$ cat config.mk
export PLATFORM = sky130hd
export DESIGN_NAME = capture_ctrl
export DESIGN_NICKNAME = d
export VERILOG_FILES = /design/src/rtl/la_pkg.sv /design/src/rtl/wrap_addr_cnt.sv /design/src/rtl/capture_ctrl.sv
export SDC_FILE = /design/constraint.sdc
export NUM_CORES = 1
export LEC_CHECK = 0
export ABC_AREA = 1
export CELL_PAD_IN_SITES_DETAIL_PLACEMENT = 1
export CELL_PAD_IN_SITES_GLOBAL_PLACEMENT = 1
export CORE_ASPECT_RATIO = 0.8
export CORE_MARGIN = 2
export CORE_UTILIZATION = 41
export CTS_BUF_LIST = sky130_fd_sc_hd__clkbuf_16
export DETAILED_ROUTE_END_ITERATION = 16
export PLACE_DENSITY = 0.92
export SYNTH_ARGS = -nofsm -noshare
export SYNTH_HDL_FRONTEND = slang
export SYNTH_SLANG_ARGS = --single-unit
$ cat constraint.sdc
create_clock -name clk -period 3.2 [get_ports clk]
set_input_delay 0.64 -clock clk [delete_from_list [all_inputs] [get_ports clk]]
set_output_delay 0.64 -clock clk [all_outputs]
set_load 0.1 [all_outputs]
$ cat src/rtl/la_pkg.sv
// rtl/la_pkg.sv - shared logic analyzer capture types and sizing constants
package la_pkg;

  typedef enum logic [1:0] {
    IDLE,
    CAPT,
    DONE
  } capt_state_t;

  localparam int ENTRIES_DEF = 384;
  localparam int LOG2_DEF    = 9;

endpackage

$ cat src/rtl/wrap_addr_cnt.sv
// rtl/wrap_addr_cnt.sv - address counter with enable, sync clear and wrap at ENTRIES-1
module wrap_addr_cnt #(
  parameter int ENTRIES = 384,
  parameter int LOG2    = 9
) (
  input  logic            clk,
  input  logic            rst_n,
  input  logic            clr,
  input  logic            en,
  output logic [LOG2-1:0] cnt
);

  localparam logic [LOG2-1:0] LAST = LOG2'(ENTRIES - 1);

  // Clear has priority over advance; the last entry rolls back to zero
  always_ff @(posedge clk or negedge rst_n) begin
    if (!rst_n) begin
      cnt <= '0;
    end else if (clr) begin
      cnt <= '0;
    end else if (en) begin
      cnt <= (cnt == LAST) ? '0 : cnt + LOG2'(1);
    end
  end

endmodule

$ cat src/rtl/capture_ctrl.sv
// rtl/capture_ctrl.sv - capture RAM write sequencer; CAPT_PRETRIG_FILL_EN gates trigger until pre-trigger fill
module capture_ctrl
  import la_pkg::*;
#(
  parameter int ENTRIES = ENTRIES_DEF,
  parameter int LOG2    = LOG2_DEF
) (
  input  logic            clk,
  input  logic            rst_n,
  input  logic            wrt_smpl,
  input  logic            run,
  input  logic            capture_done,
  input  logic            triggered,
  input  logic [LOG2-1:0] trig_pos,
  output logic            we,
  output logic [LOG2-1:0] waddr,
  output logic [LOG2-1:0] ram_addr,
  output logic            armed,
  output logic            set_capture_done
);

  localparam logic [LOG2-1:0] LAST = LOG2'(ENTRIES - 1);

  capt_state_t     state;
  logic [LOG2-1:0] trig_cnt;
  logic            trig_lat;
  logic [LOG2-1:0] tp_eff;
  logic            in_capt;
  logic            complete;
  logic            start;

  // A post-trigger count beyond the RAM depth is meaningless; clamp it
  assign tp_eff   = (trig_pos > LAST) ? LAST : trig_pos;
  assign in_capt  = (state == CAPT);
  assign start    = (state == IDLE) && run && !capture_done;
  // Completion uses registered counts, and suppresses any write in that cycle
  assign complete = in_capt && trig_lat && (trig_cnt == tp_eff);
  assign we       = in_capt && wrt_smpl && !complete;

  wrap_addr_cnt #(
    .ENTRIES (ENTRIES),
    .LOG2    (LOG2)
  ) u_waddr (
    .clk   (clk),
    .rst_n (rst_n),
    .clr   (start),
    .en    (we),
    .cnt   (waddr)
  );

`ifdef CAPT_PRETRIG_FILL_EN
  localparam logic [LOG2:0] FULL = (LOG2 + 1)'(ENTRIES);

  logic [LOG2:0] smpl_cnt;
  logic [LOG2:0] smpl_nxt;
  logic [LOG2:0] arm_thr;
  logic          armed_q;

  assign smpl_nxt = (smpl_cnt == FULL) ? FULL : smpl_cnt + (LOG2 + 1)'(1);
  assign arm_thr  = FULL - {1'b0, tp_eff};
  assign armed    = armed_q;

  // Pre-trigger fill tracking: arm once enough history precedes the trigger window
  always_ff @(posedge clk or negedge rst_n) begin
    if (!rst_n) begin
      smpl_cnt <= '0;
      armed_q  <= 1'b0;
    end else if (!in_capt || !run) begin
      smpl_cnt <= '0;
      armed_q  <= 1'b0;
    end else if (we) begin
      smpl_cnt <= smpl_nxt;
      if (smpl_nxt >= arm_thr) begin
        armed_q <= 1'b1;
      end
    end
  end
`else
  assign armed = in_capt;
`endif

  // Capture sequencer: start, trigger latch, post-trigger count, completion, abort
  always_ff @(posedge clk or negedge rst_n) begin
    if (!rst_n) begin
      state            <= IDLE;
      ram_addr         <= '0;
      set_capture_done <= 1'b0;
      trig_cnt         <= '0;
      trig_lat         <= 1'b0;
    end else begin
      set_capture_done <= 1'b0;
      case (state)
        IDLE: begin
          if (start) begin
            trig_cnt <= '0;
            trig_lat <= 1'b0;
            state    <= CAPT;
          end
        end
        CAPT: begin
          if (!run) begin
            state <= IDLE;
          end else if (complete) begin
            set_capture_done <= 1'b1;
            ram_addr         <= (waddr == '0) ? LAST : waddr - LOG2'(1);
            state            <= DONE;
          end else begin
            if (armed && triggered) begin
              trig_lat <= 1'b1;
            end
            if (we && trig_lat) begin
              trig_cnt <= trig_cnt + LOG2'(1);
            end
          end
        end
        DONE: begin
          if (!capture_done) begin
            state <= IDLE;
          end
        end
        default: state <= IDLE;
      endcase
    end
  end

endmodule
Word level (Yosys, flattened, before mapping) --
Cells that the tools add are included.
Word-level totals: register bits after elaboration 31, output and inout port bits 21, logic and storage cells 62, bits of input ports 15
Operators by class: add/sub/neg operators 3, eq/ne operators 11, mux-type cells 23, reduce and logical (&&, ||, !) cells 18, order comparisons 1
Operators by type and width (count):
- $mux W9 | 9
- $add A9 B1 Y9 const B | 2
- $pmux W9 S2 | 1
- $reduce_and A5 Y1 | 2
- $eq A9 B9 Y1 | 1
- $eq A9 B9 Y1 const B | 1
- $gt A9 B9 Y1 const B | 1
- $logic_not A9 Y1 | 1
- $sub A9 B1 Y9 const B | 1
- $logic_and A1 B1 Y1 | 8
- $mux W2 | 4
- $ne A2 B2 Y1 const B | 4
- $mux W1 | 7
- $pmux W2 S3 | 1
- $reduce_and A3 Y1 | 2
- $ne A2 B1 Y1 const B | 2
- $reduce_bool A2 Y1 | 2
- $ne A3 B2 Y1 const B | 1
- $eq A2 B1 Y1 const B | 1
- $eq A2 B2 Y1 const B | 1
- $logic_not A1 Y1 | 2
- $logic_not A2 Y1 | 1
- $pmux W1 S2 | 1

Longest topological paths before layout --
Gate-level depths: netlist (run 1).
depth after elaboration 11, depth in mapped cells 13, gate-level depth less buffers 13

Modules after synthesis --
A second synthesis (run 1) with hierarchy kept.
Second synthesis, totals: cells, all modules 276, area total of the unflattened synthesis 1999.4 µm²
By module, submodules not included:
- capture_ctrl | times used 1, area each 1476.4 µm², seq. area each 550.5 µm², cells an instance 213
- wrap_addr_cnt | times used 1, area each 523.0 µm², seq. area each 225.2 µm², cells an instance 63

Worst setup path before layout (run 1) --
Ideal clock, no wire load.
path kind register -> output, from reg state[1], to out we, data arrival time 1.931 ns, path slack 0.629 ns, buffers on the path 0, cell stages (with the launch flop) 6, required time 2.560 ns, cells stage by stage dfrtp_1 -> nor2_4 -> inv_2 -> nor2_1 -> nand2_4 -> inv_2
Between the ends: longest elaborated chain between the ends 5, elaborated cells between the ends (all ways) 6, those cells by class 1 x eq/ne; 5 x reduce/logical
Ends and longest elaborated chain:
- start: declaration | RTL line capture_ctrl.sv:24 | capt_state_t state;
- start signal: assignment | RTL line capture_ctrl.sv:85 | state <= IDLE;
- start signal: assignment | RTL line capture_ctrl.sv:97 | state <= CAPT;
- start signal: assignment | RTL line capture_ctrl.sv:102 | state <= IDLE;
- $eq A2 B1 Y1 (*) | RTL line capture_ctrl.sv:34 | assign in_capt = (state == CAPT);
- net armed | RTL line capture_ctrl.sv:18 | output logic armed,
- $logic_and A1 B1 Y1 (2 in a row) | RTL line capture_ctrl.sv:37 | assign complete = in_capt && trig_lat && (trig_cnt == tp_eff);
- $logic_not A1 Y1 | RTL line capture_ctrl.sv:38 | assign we = in_capt && wrt_smpl && !complete;
- $logic_and A1 B1 Y1 (*) | RTL line capture_ctrl.sv:38
- end: declaration | RTL line capture_ctrl.sv:15 | output logic we,
Mark *: on every way through the listed nets, which the timed path passes. The rest lies on a longest branch.

Worst setup path in the final report (run 1) --
from in trig_pos[8], to out we
Between the ends: longest elaborated chain between the ends 6
Ends and longest elaborated chain:
- start: declaration | RTL line capture_ctrl.sv:14 | input logic [LOG2-1:0] trig_pos,
- $gt A9 B9 Y1 | RTL line capture_ctrl.sv:33 | assign tp_eff = (trig_pos > LAST) ? LAST : trig_pos;
- $mux W9 (*) | RTL line capture_ctrl.sv:33
- $eq A9 B9 Y1 (*) | RTL line capture_ctrl.sv:37
- $logic_and A1 B1 Y1 (*) | RTL line capture_ctrl.sv:37
- $logic_not A1 Y1 (*) | RTL line capture_ctrl.sv:38
- $logic_and A1 B1 Y1 (*) | RTL line capture_ctrl.sv:38
Every way passes the cells marked *; elsewhere a longest branch is shown, timed or not.

==> results of run 1 <==
[worst max-delay path, delay by kind of cell]
| family | cells | cell delay, ns |
|---|---|---|
| and+or+nand+nor | 8 | 0.86 |
| buffers and inverters | 3 | 0.78 |
[synth_stat cells (3+ instances only)]
master	number	area share (%)
sky130_fd_sc_hd__inv_2	16	2.9
sky130_fd_sc_hd__ha_1	3	1.8
sky130_fd_sc_hd__xnor2_1	3	1.3
sky130_fd_sc_hd__o21ai_0	5	1.2
sky130_fd_sc_hd__nor3_1	7	1.7
sky130_fd_sc_hd__nand3_1	35	8.5
sky130_fd_sc_hd__or2_1	3	0.91
sky130_fd_sc_hd__xor2_1	7	3.0
sky130_fd_sc_hd__o21ai_1	14	3.4
sky130_fd_sc_hd__buf_6	3	1.6
sky130_fd_sc_hd__nand2_2	4	1.2
sky130_fd_sc_hd__nor2_4	3	1.6
sky130_fd_sc_hd__nand2_1	68	12
sky130_fd_sc_hd__inv_1	28	5.1
sky130_fd_sc_hd__dfrtp_1	31	38
sky130_fd_sc_hd__nand2_4	7	3.8
sky130_fd_sc_hd__a21oi_1	9	2.2
sky130_fd_sc_hd__nand4_1	3	0.91
sky130_fd_sc_hd__nor2_1	19	3.5
[area by class of cell]
cell class | count | share of cell area [%]
clock buffer | 5 | 4.897
multi-input combinational | 202 | 42.46
inverter | 44 | 6.464
timing repair buffer | 36 | 12.44
sequential | 31 | 30.36
clock inverter | 2 | 0.3428
tap | 62 | 3.036
[metal layers]
| metal | vias to the layer above | routed length [um] | GRT usage, % |
|---|---|---|---|
| li1 | 973 | - | - |
| met1 | 965 | 2765 | 29.95 |
| met2 | 23 | 2875 | 39.01 |
| met3 | 6 | 126 | 3.790 |
| met4 | 0 | 69 | 7.172 |
| met5 | - | 0 | 0 |
[sequential cells by signal, summed over array words and instances, names as in the netlist]
signal	count
set_capture_done	1
u_waddr.cnt	9
ram_addr	9
trig_cnt	9
trig_lat	1
state	2
[stage by stage]
step	setup WS (ns)	utilization, %	hold slack, ns
after floorplan	0.6289	-	0.3444
after global placement	0.3361	49.20	0.4750
after detailed placement	0.2614	49.20	0.4822
after CTS	0.2706	51.92	0.5052
after global routing	0.1056	51.92	0.5331
final	0.2749	51.92	0.4941
[worst max path at each step]
stage / startpoint / end / slack [ns]
6_report: trig_pos[8] / we / 0.27
4_1_cts: trig_pos[7] / we / 0.27
3_3_place_gp: trig_pos[7] / we / 0.34
2_1_floorplan: state[1] / we / 0.63
5_1_grt: trig_pos[7] / we / 0.11
3_5_place_dp: trig_pos[7] / we / 0.26
[power by group through the flow]
stage | Combinational, W | Sequential (W) | Clock [W]
after floorplan | 0.000287 | 0.000627 | 0
after CTS | 0.000587 | 0.000481 | 0.000445
after detailed placement | 0.000580 | 0.000487 | 0
after global placement | 0.000559 | 0.000484 | 0
after global routing | 0.000636 | 0.000488 | 0.000465
final | 0.000587 | 0.000482 | 0.000437
[logic make-up after synthesis]
group,after synthesis
AOI/OAI and AO/OA,32
xor gates and xnor gates,10
DFF,31
buffers and inverters,48
and+or+nand+nor,157
adders and majority gates,3
==> flow_summary.rst, run 1 <==
.. list-table::
   :header-rows: 1

   * - Metric
     - Value
   * - Global-route wire length before repair
     - 9956 um
   * - Net Switching
     - 0.0006409 W
   * - Synthesis Warnings
     - 0
   * - Number of cells on the worst reg-to-reg path
     - 9
   * - Launch instance of the worst register-to-register path
     - state[0]
   * - Antenna violations before repair
     - 0
   * - Die Ht
     - 67.47 um
   * - Count of buffers inserted at the top-level ports
     - 35
   * - Drt total wl
     - 5837 um
   * - Register-to-register setup slack
     - 1.23 ns
   * - Outcome
     - finished, final reports clean
   * - Count of hold-fix buffers inserted at cts
     - 0
   * - Number of I/O pins
     - 36
   * - Power share of the combinational group
     - 39.0%
   * - Clock insertion delay at the later pin of the skew report
     - 0.28 ns
   * - Width of the die
     - 83.34 um
   * - Number of filler instances in the final layout
     - 639
   * - Cells after synthesis
     - 281
   * - Maximum VDD drop
     - 0.2723 mV
   * - Hold wc startpoint
     - ram_addr[6]
   * - Count of antenna-violating nets left after detailed routing
     - 0
   * - Sequential standard cell area
     - 775.7 um^2
   * - Endpoint arrival time on the critical path
     - 2.29 ns
   * - Total vias in the final route
     - 1967
   * - Hold crit path type
     - register to register
   * - Violation count after the first detailed-route iteration
     - 102
   * - Fraction of synthesis flops using an asynchronous set or reset pin
     - 100.0%
   * - Residual DRC count
     - 0
   * - Top_reg_cell synth
     - sky130_fd_sc_hd__dfrtp_1
   * - Vias per inst
     - 5.149
   * - First drt pass iteration count
     - 4
   * - Total gr overflow
     - 0
   * - Post-route fraction of the period consumed by the critical path
     - 91.41%
   * - Critical Path Sink Type
     - output port
   * - Share of the synthesized area in compound gates (AO/OA/AOI/OAI)
     - 8.242%
   * - Share of synthesized area spent on multiplexers
     - 0%
   * - Largest net degree at the start of global routing
     - 32
   * - Total routing usage reported by global routing
     - 22.75%
   * - Sequence of cells on the critical path
     - clkdlybuf4s50_1 -> nand2_2 -> nand2_1 -> nand2_1 -> nand2_1 -> nand2_2 -> nor2_4 -> nand2_4 -> nand2_4 -> inv_2 -> buf_12
   * - Most frequent cells in the layout
     - 68 x sky130_fd_sc_hd__nand2_1, 35 x sky130_fd_sc_hd__nand3_1, 31 x sky130_fd_sc_hd__dfrtp_1
   * - Startpoint type of the worst setup path
     - input port
   * - Instance area after placement
     - 2421 um^2
   * - Lkg Pwr
     - 1.286 nW
   * - PD cells
     - 589.3 nW/um^2
   * - Critical Path Fanout Max
     - 14
   * - XOR/XNOR share of the synthesized area
     - 4.242%
   * - Critical path data required time
     - 2.56 ns
   * - Number of buffers added by the clock tree synthesis step
     - 5
   * - Wirelength per Cell
     - 15.28 um
   * - Area of all placed cells without fillers
     - 2555 um^2
   * - Multi-input gate area in the final layout
     - 1085 um^2
   * - Sequential cell area fraction in the yosys report
     - 37.58%
   * - Number of sinks driven by the clock tree
     - 31
   * - Max-capacitance violation count
     - 0
   * - Cell depth of the worst min-delay path
     - 2
   * - Inst Count DP
     - 375
   * - Post-layout instance count excluding filler cells
     - 382
   * - Synthesized-area fraction occupied by and/or/nand/nor cells
     - 38.24%
   * - Slew of the pin with the lowest slew margin
     - 0.4656 ns
   * - Overall die area
     - 5623 um^2
   * - Switching fraction of total power
     - 42.56%
   * - Part of the power in the clock network
     - 29.0%
   * - Final critical-path required period
     - 2.925 ns
   * - Clock Path Buffers
     - 2
   * - Initial cell density of the core
     - 41.95%
   * - Number of H-tree levels
     - 2
   * - Total half-perimeter wirelength after legalization and detailed placement
     - 4343 um
   * - Core outline area
     - 4921 um^2
   * - TritonCTS clock tree
     - built
   * - Net count of the mapped netlist
     - 299
   * - Nets
     - 338
   * - Worst path max stage delay
     - 0.52 ns
   * - Adder-cell area share of the yosys netlist
     - 1.818%
   * - Final Wtd Congestion
     - 0.8970
   * - Avg Synthesized Cell Area
     - 7.347 um^2
   * - Kind of critical path
     - input port to output port
   * - Quantity of gates resized following cts
     - 0
   * - Clk slew on worst S/H paths
     - 0.05 ns
   * - Relative max-transition margin
     - 68.70%
   * - Setup_tns
     - 0 ns
   * - Site row count
     - 23
   * - Synthesis-stage register bit count
     - 31
   * - Layout Skew
     - 0.004968 ns
   * - Hold Fails Final Rpt
     - 0
   * - Proportion of layout cells with a drive suffix above 1
     - 20.31%
   * - Number of setup violations in the final report
     - 0
   * - Max frequency
     - 341.9 MHz
   * - Count of pins over their slew limit
     - 0
   * - Post-Synthesis Cell Area
     - 2064 um^2
   * - Diode insertion count for antenna repair
     - 0
   * - Commonest non-fill, non-tap cell in the layout
     - sky130_fd_sc_hd__nand2_1
   * - Number of library cell types mapped by synthesis
     - 29
   * - CTS Root Buffer Type
     - sky130_fd_sc_hd__clkbuf_16
   * - P_int
     - 0.0008648 W
   * - Postcts setup bufs
     - 0
   * - Reg2Reg Capture Point
     - ram_addr[7]
   * - Capture endpoint of the worst hold path
     - ram_addr[6]
   * - Cell type of the slowest stage on the worst timing path
     - sky130_fd_sc_hd__clkdlybuf4s50_1
   * - Number of global-route vias before repair
     - 1991
   * - Area growth from synthesis to final layout
     - 23.76%
   * - Tot Pwr
     - 0.001506 W
   * - Number of flops mapped to enable cells by yosys
     - 0
   * - Unrepaired setup endpoints after global routing
     - no
   * - Most frequent cell on the critical path
     - sky130_fd_sc_hd__nand2_1
   * - Main combinational cell family by area after synthesis
     - simple AND/OR/NAND/NOR gates
   * - Flop pwr share
     - 32.0%
No activity file was read; power rests on OpenSTA's default activity.
==> run 2: changes to the inputs <==
--- a/config.mk
+++ b/config.mk
@@ -13,7 +13,7 @@
 export CORE_UTILIZATION = 41
 export CTS_BUF_LIST = sky130_fd_sc_hd__clkbuf_16
 export DETAILED_ROUTE_END_ITERATION = 16
-export PLACE_DENSITY = 0.92
+export PLACE_DENSITY_LB_ADDON = 0.12
 export SYNTH_ARGS = -nofsm -noshare
 export SYNTH_HDL_FRONTEND = slang
 export SYNTH_SLANG_ARGS = --single-unit
==> flow_summary.rst, run 2 (synthesis gave the netlist of run 1 again) <==
.. list-table::
   :header-rows: 1

   * - Metric
     - Value
   * - Quantity of gates resized following cts
     - 0 (unchanged)
   * - Worst path max stage delay
     - 0.46 ns (-0.06 ns)
   * - Critical Path Fanout Max
     - 14 (unchanged)
   * - Most frequent cell on the critical path
     - sky130_fd_sc_hd__nand2_1
   * - Critical path depth
     - 12 (+1)
   * - Total gr overflow
     - 0 (unchanged)
   * - Violation count after the first detailed-route iteration
     - 65 (-36%)
   * - Overall die area
     - 5623 um^2 (unchanged)
   * - Area growth from synthesis to final layout
     - 23.88% (about the same)
   * - Count of pins over their slew limit
     - 0 (unchanged)
   * - Worst path buffer plus inverter count
     - 4 (+1)
   * - Unrepaired setup endpoints after global routing
     - no
   * - Critical Path Sink Type
     - output port
   * - Diode insertion count for antenna repair
     - 0 (unchanged)
   * - Sequential standard cell area
     - 775.7 um^2 (unchanged)
   * - Antenna violations before repair
     - 0 (unchanged)
   * - Width of the die
     - 83.34 um (unchanged)
   * - Inst Count DP
     - 375 (unchanged)
   * - CTS Root Buffer Type
     - sky130_fd_sc_hd__clkbuf_16
   * - Largest net degree at the start of global routing
     - 32 (unchanged)
   * - Clock insertion delay at the later pin of the skew report
     - 0.27 ns (about the same)
   * - Proportion of layout cells with a drive suffix above 1
     - 19.94% (-0.37 points)
   * - Count of antenna-violating nets left after detailed routing
     - 0 (unchanged)
   * - Multi-input gate area in the final layout
     - 1085 um^2 (unchanged)
   * - Die Ht
     - 67.47 um (unchanged)
   * - Number of cells on the worst reg-to-reg path
     - 11 (+2)
   * - Post-Route Utilization
     - 51.97% (about the same)
   * - Sequence of cells on the critical path
     - clkdlybuf4s50_1 -> nand2_2 -> nand2_1 -> nand2_1 -> nand2_1 -> inv_2 -> nand2_2 -> nor2_4 -> nand2_4 -> nand2_4 -> inv_2 -> buf_12
   * - Number of H-tree levels
     - 2 (unchanged)
   * - Residual DRC count
     - 0 (unchanged)
   * - Hold crit path type
     - register to register
   * - Outcome
     - finished, final reports clean
   * - Number of global-route vias before repair
     - 1950 (-2.1%)
   * - Post-route fraction of the period consumed by the critical path
     - 90.84% (-0.57 points)
   * - Number of I/O pins
     - 36 (unchanged)
   * - Post-layout instance count excluding filler cells
     - 383 (+0.26%)
   * - Setup_tns
     - 0 ns (unchanged)
   * - Drt total wl
     - 5659 um (-3.0%)
   * - Core outline area
     - 4921 um^2 (unchanged)
   * - Crit-path leading delay family
     - simple AND/OR/NAND/NOR gates
   * - TritonCTS clock tree
     - built
   * - Crit path capture
     - we
   * - Register-to-register setup slack
     - 1.30 ns (+0.07 ns)
   * - Global-route wire length before repair
     - 9556 um (-4.0%)
   * - Count of buffers inserted at the top-level ports
     - 35 (unchanged)
   * - Clock Path Buffers
     - 2 (unchanged)
   * - Site row count
     - 23 (unchanged)
   * - Reg2Reg Capture Point
     - u_waddr.cnt[8]
   * - Launch instance of the worst register-to-register path
     - u_waddr.cnt[0]
   * - Total vias in the final route
     - 1951 (-0.81%)
   * - Critical path data required time
     - 2.56 ns (about the same)
   * - Cell type of the slowest stage on the worst timing path
     - sky130_fd_sc_hd__clkdlybuf4s50_1
   * - Hold Fails Final Rpt
     - 0 (unchanged)
   * - Vias per inst
     - 5.094 (-1.1%)
   * - Relative max-transition margin
     - 68.10% (-0.60 points)
   * - Initial cell density of the core
     - 41.95% (unchanged)
   * - Lkg Pwr
     - 1.289 nW (+0.23%)
   * - Kind of critical path
     - input port to output port
   * - Worst hold margin
     - 0.5043 ns (+0.01019 ns)
   * - Final Wtd Congestion
     - 0.8598 (-4.1%)
   * - Number of sinks driven by the clock tree
     - 31 (unchanged)
   * - Endpoint arrival time on the critical path
     - 2.27 ns (-0.02 ns)
   * - Postcts setup bufs
     - 0 (unchanged)
   * - Max frequency
     - 344.0 MHz (+0.63%)
   * - Startpoint type of the worst setup path
     - input port
   * - First drt pass iteration count
     - 4 (unchanged)
   * - Number of buffers added by the clock tree synthesis step
     - 5 (unchanged)
   * - Most frequent cells in the layout
     - 68 x sky130_fd_sc_hd__nand2_1, 35 x sky130_fd_sc_hd__nand3_1, 31 x sky130_fd_sc_hd__dfrtp_1
   * - Total half-perimeter wirelength after legalization and detailed placement
     - 4380 um (+0.86%)
   * - Slew of the pin with the lowest slew margin
     - 0.4745 ns (+0.008924 ns)
   * - Layout Skew
     - 0.006295 ns (+0.001326 ns)
   * - Clk slew on worst S/H paths
     - 0.05 ns (about the same)
   * - First element of the critical path
     - trig_pos[7]
   * - Total routing usage reported by global routing
     - 21.76% (-0.99 points)
   * - Number of filler instances in the final layout
     - 630 (-1.4%)
   * - Count of hold-fix buffers inserted at cts
     - 0 (unchanged)
   * - Nets
     - 338 (unchanged)
   * - Number of setup violations in the final report
     - 0 (unchanged)
   * - Max-capacitance violation count
     - 0 (unchanged)
   * - Largest regs
     - ram_addr (9), trig_cnt (9), u_waddr.cnt (9)
   * - Final critical-path required period
     - 2.907 ns (-0.01835 ns)
   * - Maximum VDD drop
     - 0.3311 mV (+22%)
   * - PD cells
     - 586.8 nW/um^2 (-0.43%)
   * - Wirelength per Cell
     - 14.78 um (-3.3%)
   * - Tot Pwr
     - 0.001501 W (-0.34%)
   * - Commonest non-fill, non-tap cell in the layout
     - sky130_fd_sc_hd__nand2_1
[run 2: routing by layer]
layer  global-route usage (%)  routed length [um]  vias to the layer above
met5                        0                   0                        -
li1                         -                   -                      973
met2                    35.08                2613                       29
met1                    30.63                2823                      942
met3                    4.279                 171                        7
met4                    4.918                  51                        0
[run 2: cell type report]
cell class              count  area share [%]
well taps                  62           3.033
clock inverters             3          0.4403
flip-flops and latches     31           30.33
multi-input cells         202           42.42
clock buffers               5           4.892
inverters                  44           6.458
repair buffers             36           12.43
[run 2: worst min path at each step]
stage                 from          end  slack [ns]  cells past startpoint
2_1_floorplan        rst_n  ram_addr[0]        0.34                      0
3_3_place_gp   ram_addr[4]  ram_addr[4]        0.47                      2
3_5_place_dp   ram_addr[4]  ram_addr[4]        0.49                      2
4_1_cts        ram_addr[4]  ram_addr[4]        0.51                      2
5_1_grt        ram_addr[0]  ram_addr[0]        0.52                      2
6_report       ram_addr[0]  ram_addr[0]        0.50                      2
[run 2: power by group]
group	total [W]	switching, W	internal (W)
Sequential	0.000482	0.0000563	0.000426
Combinational	0.000582	0.000421	0.000161
Clock	0.000437	0.000158	0.000279
Total	0.00150	0.000635	0.000865
[run 2: stage by stage]
step	cell area [um^2]	setup WS (ns)
2_1_floorplan	2064	0.6289
3_3_place_gp	2421	0.3414
3_5_place_dp	2421	0.2851
4_1_cts	2557	0.2841
5_1_grt	2557	0.1526
6_report	2557	0.2932
[run 2: tightest hold or removal path, stage by stage, from the launching register on]
cell and delay, ns:
sky130_fd_sc_hd__dfrtp_1 0.35, sky130_fd_sc_hd__o21ai_1 0.08, sky130_fd_sc_hd__inv_2 0.04
